<file path="src/rtl/alu_issue.sv">
// Issue/writeback stage feeding the combinational 8-bit alu: owns an 8x8 register file,
// registers operands at accept, writes the ALU result back one cycle later. Option: ALU_ISSUE_R0_ZERO_EN.
module alu_issue #(
   parameter int                DATA_W    = 8,
   parameter logic [DATA_W-1:0] REG_RESET = '0
) (
   input  logic              clk,
   input  logic              reset,
   input  logic              instr_valid,
   output logic              instr_ready,
   input  logic [2:0]        instr_op,
   input  logic [2:0]        instr_rd,
   input  logic [2:0]        instr_rs,
   input  logic [2:0]        instr_rt,
   input  logic              instr_imm_sel,
   input  logic [DATA_W-1:0] instr_imm,
   output logic [DATA_W-1:0] alu_a,
   output logic [DATA_W-1:0] alu_b,
   output logic [2:0]        alu_opcode,
   input  logic [DATA_W-1:0] alu_result,
   input  logic              alu_zero,
   output logic              wb_valid,
   output logic [2:0]        wb_rd,
   output logic [DATA_W-1:0] wb_data,
   output logic              wb_zero,
   input  logic [2:0]        dbg_addr,
   output logic [DATA_W-1:0] dbg_data,
   output logic              dbg_state
);

   // Handshake: an instruction transfers on a rising edge where instr_valid && instr_ready;
   // instr_valid while instr_ready is low is ignored and may change freely.
   typedef enum logic {IDLE = 1'b0, EXEC = 1'b1} state_t;

   state_t            r_state;
   state_t            w_next;
   logic              w_accept;
   logic              w_wb;
   logic              w_wr_en;
   logic [2:0]        r_rd;
   logic [DATA_W-1:0] r_regs [8];

   always_ff @(posedge clk) begin
      if (reset) r_state <= IDLE;
      else       r_state <= w_next;
   end

   always_comb begin
      w_next = r_state;
      case (r_state)
         IDLE:    if (instr_valid) w_next = EXEC;
         EXEC:    w_next = IDLE;
         default: w_next = IDLE;
      endcase
   end

   always_comb begin
      instr_ready = (r_state == IDLE);
      w_accept    = (r_state == IDLE) && instr_valid;
      w_wb        = (r_state == EXEC);
      dbg_state   = r_state;
   end

`ifdef ALU_ISSUE_R0_ZERO_EN
   assign w_wr_en  = w_wb && (r_rd != 3'd0);
   assign dbg_data = (dbg_addr == 3'd0) ? '0 : r_regs[dbg_addr];
`else
   assign w_wr_en  = w_wb;
   assign dbg_data = r_regs[dbg_addr];
`endif

   always_ff @(posedge clk) begin
      if (reset) begin
         alu_a      <= '0;
         alu_b      <= '0;
         alu_opcode <= 3'b000;
         r_rd       <= 3'd0;
         wb_valid   <= 1'b0;
         wb_rd      <= 3'd0;
         wb_data    <= '0;
         wb_zero    <= 1'b0;
      end else begin
         if (w_accept) begin
            alu_a      <= r_regs[instr_rs];
            alu_b      <= instr_imm_sel ? instr_imm : r_regs[instr_rt];
            alu_opcode <= instr_op;
            r_rd       <= instr_rd;
         end
         wb_valid <= w_wb;
         if (w_wb) begin
            wb_rd   <= r_rd;
            wb_data <= alu_result;
            wb_zero <= alu_zero;
         end
      end
   end

   // Writeback lands on the same edge the FSM returns to IDLE, so no forwarding is needed.
   always_ff @(posedge clk) begin
      if (reset) begin
         for (int i = 0; i < 8; i++) r_regs[i] <= REG_RESET;
`ifdef ALU_ISSUE_R0_ZERO_EN
         r_regs[0] <= '0;
`endif
      end else if (w_wr_en) begin
         r_regs[r_rd] <= alu_result;
      end
   end

endmodule

</file>
<file path="config.mk">
export PLATFORM = sky130hd
export DESIGN_NAME = alu_issue
export DESIGN_NICKNAME = d
export VERILOG_FILES = /design/src/rtl/alu_issue.sv
export SDC_FILE = /design/constraint.sdc
export NUM_CORES = 1
export LEC_CHECK = 0
export BUFFER_PORTS_ARGS = -buffer_cell sky130_fd_sc_hd__clkbuf_2
export CORE_ASPECT_RATIO = 2
export CORE_UTILIZATION = 51
export DETAILED_ROUTE_END_ITERATION = 16
export HOLD_SLACK_MARGIN = 0.02
export PLACE_DENSITY_LB_ADDON = 0.2
export SYNTH_ARGS = -nofsm -noshare
export SYNTH_HDL_FRONTEND = slang
export SYNTH_SLANG_ARGS = --single-unit
export TNS_END_PERCENT = 20
</file>
<file path="constraint.sdc">
create_clock -name clk -period 6.15 [get_ports clk]
set_clock_uncertainty 0.15 [all_clocks]
set_input_delay 1.5375 -clock clk [delete_from_list [all_inputs] [get_ports clk]]
set_output_delay 1.5375 -clock clk [all_outputs]
set_load 0.02 [all_outputs]
</file>
==> run summary <==
crit start category: input pin
root buffer cell: clkbuf_16
post-synth cell types: 31
WL final: 12,600 µm
# DRC: 0
first-pass GRT wire length: 19,800 µm
CTS resizes: 0
worst hold path class: flop to flop
Synth warnings: 0
total number of vias: 3,877
CTS H-tree depth: 3
met1 wire length: 4540 µm
worst-case headroom to the max-slew limit: 29.6%
Post-CTS Setup Inserts: 0
GR Util All Layers: 24.5%
Initial Utilization: 52.5%
core area: 0.0101 mm²
Post-synth ARST share: 0%
Cell Area, Synth: 0.00533 mm²
WL met3: 583 µm
Worst Setup EP: dbg_data[2]
Initial DRT Pass Iterations: 5
Reg2Reg Launch Point: dbg_state$_SDFF_PP0_
r2r worst-path depth: 3
largest cells by area after synthesis: edfxtp_1, mux2i_1, dfxtp_1, and2_1, mux4_1
Setup violations, final: 0
setup TNS: 0 ns
Worst setup EP type: output pin
clk buf depth: 2
largest net degree at the start of global routing: 51
Max Cap Viol: 0
number of port buffers: 77
diode count: 0
crit path DAT: 3.03 ns
worst endpoint required time: 4.46 ns
status: finished, final reports clean
Post-synth EDFFs: 64
Max VDD drop: 0.214 mV
dominant cell type by area after synthesis: edfxtp_1
commonest cells in the netlist: mux2i_1, and2_1, edfxtp_1
FP Rows: 52
Max Freq: 212 MHz
Final min period: 4.72 ns
top sig layer: met4
final period utilization: 76.7%
IO Count: 78
Yosys reg bits: 100
clk sinks: 100
CP max stage delay: 0.63 ns
register area share after synthesis: 49.6%
number of global-route vias before repair: 3,895
critical path class: input pin to output pin
Final Instance Area: 0.00602 mm²
final net count: 552
leak pwr: 2.57 nW
slew at the pin closest to its max-slew limit: 1.06 ns
wire per inst: 19.2 µm
Synth Net Count: 493
crit path max fanout: 16
Post-Syn Area per Cell: 11.7 µm²
worst-skew pair later-pin latency: 0.33 ns
Avg Vias per Cell: 5.91
Critical R2R Capture: r_regs[4][6]$_SDFFCE_PN0P_
fin worst setup slack: 1.43 ns
grt total ovfl: 0
CTS tree: built
routability cong.: 0.874
die span in x: 74.3 µm
Final Hold Viols: 0
Syn Inst Count: 457
post-DP HPWL: 9550 µm
post-route ant nets: 0
Place WS: 1.44 ns
area grow syn2layout: 12.8%
Die Footprint: 0.0109 mm²
hold_buf cts: 0
area share of the largest cell type after synthesis: 36.0%
Reg clk slew, reported paths: 0.07 ns
initial antenna violation count: 0
Slew Viols, Final: 0
top-count cell post-synth: mux2i_1
Inserted Clock Buffers: 9
RSZ-0062 raised after global routing: false
worst path cell trace: clkbuf_2 -> mux4_1 -> mux2_2 -> clkbuf_2
most used cell, CP: clkbuf_2
total power per unit cell area: 250 mW/mm²
DRT iter0 DRCs: 295
placed cell area: 0.00574 mm²
CP max stage cell: mux4_1
share of cells above drive strength 1: 22.5%
Worst Setup SP: dbg_addr[0]
DR WL met2: 6780 µm
slack of the worst reg-to-reg path: 3.34 ns
Die Ht: 147 µm
main flop type after synthesis: edfxtp_1
kinds of logic after synthesis:
logic type,share of synthesized area (%)
flip-flops,49.6
buffers and inverters,3.26
multiplexers,23.6
AO/OA/AOI/OAI,6.48
AND/OR/NAND/NOR,17.1
report_power, final:
part | switching (W) | internal (W)
clock | 0.000252 | 0.000277
combinational | 0.000120 | 0.0000856
sequential | 0.0000268 | 0.000744
layout by cell type, fill, tap and decap left out, drive strengths merged, types with 16 or more instances in the layout:
| master | synthesis | routed |
|---|---|---|
| nor2 | 30 | 30 |
| mux4 | 16 | 16 |
| a21oi | 23 | 23 |
| nand3 | 16 | 16 |
| mux2i | 75 | 75 |
| a22oi | 24 | 24 |
| dfxtp | 36 | 36 |
| clkbuf | 12 | 86 |
| edfxtp | 64 | 64 |
| and2 | 65 | 65 |
| nand2 | 24 | 24 |
state kept, by name, summed over array words and instances (netlist names):
| signal | count |
|---|---|
| alu_b | 8 |
| wb_valid | 1 |
| alu_opcode | 3 |
| r_rd | 3 |
| dbg_state | 1 |
| wb_zero | 1 |
| alu_a | 8 |
| r_regs | 64 |
| wb_rd | 3 |
| wb_data | 8 |
through the flow:
step | cells | hold slack (ns) | power, W | utilization (%)
floorplan | 457 | 0.294 | 0.000924 | -
global placement | 640 | 0.294 | 0.000986 | 56.5
detailed placement | 640 | 0.303 | 0.000991 | 56.5
CTS | 656 | 0.314 | 0.00151 | 59.3
global route | 656 | 0.339 | 0.00156 | 59.3
finish | 656 | 0.310 | 0.00151 | 59.3
layer usage:
metal,vias to the layer above,GRT usage [%]
met5,-,0
met4,0,15.5
met3,50,3.59
met2,188,43.1
met1,1829,26.1
li1,1810,-
worst max-delay path, delay by kind of cell:
kind | cells | cell delay [ns]
multiplexers | 2 | 0.91
buffers and inverters | 2 | 0.57
worst min-delay path by stage:
stage                     depth (start not counted)                       start                         end  slack [ns]
after floorplan                                   2        r_rd[2]$_SDFFE_PP0P_        r_rd[2]$_SDFFE_PP0P_        0.29
after global placement                            2  alu_opcode[0]$_SDFFE_PP0P_  alu_opcode[0]$_SDFFE_PP0P_        0.29
after detailed placement                          2  alu_opcode[1]$_SDFFE_PP0P_  alu_opcode[1]$_SDFFE_PP0P_        0.30
after CTS                                         2  alu_opcode[0]$_SDFFE_PP0P_  alu_opcode[0]$_SDFFE_PP0P_        0.31
after global routing                              2  alu_opcode[1]$_SDFFE_PP0P_  alu_opcode[1]$_SDFFE_PP0P_        0.34
final                                             2  alu_opcode[0]$_SDFFE_PP0P_  alu_opcode[0]$_SDFFE_PP0P_        0.31
area by class of cell:
type                    count  area [µm²]
clock buffers               9         225
clock inverters             7        51.3
well taps                 135         169
inverters                   1        3.75
repair buffers             80         408
fillers                   856        4130
multi-input cells         324        2520
flip-flops and latches    100        2640
No activity file was read; power rests on OpenSTA's default activity.
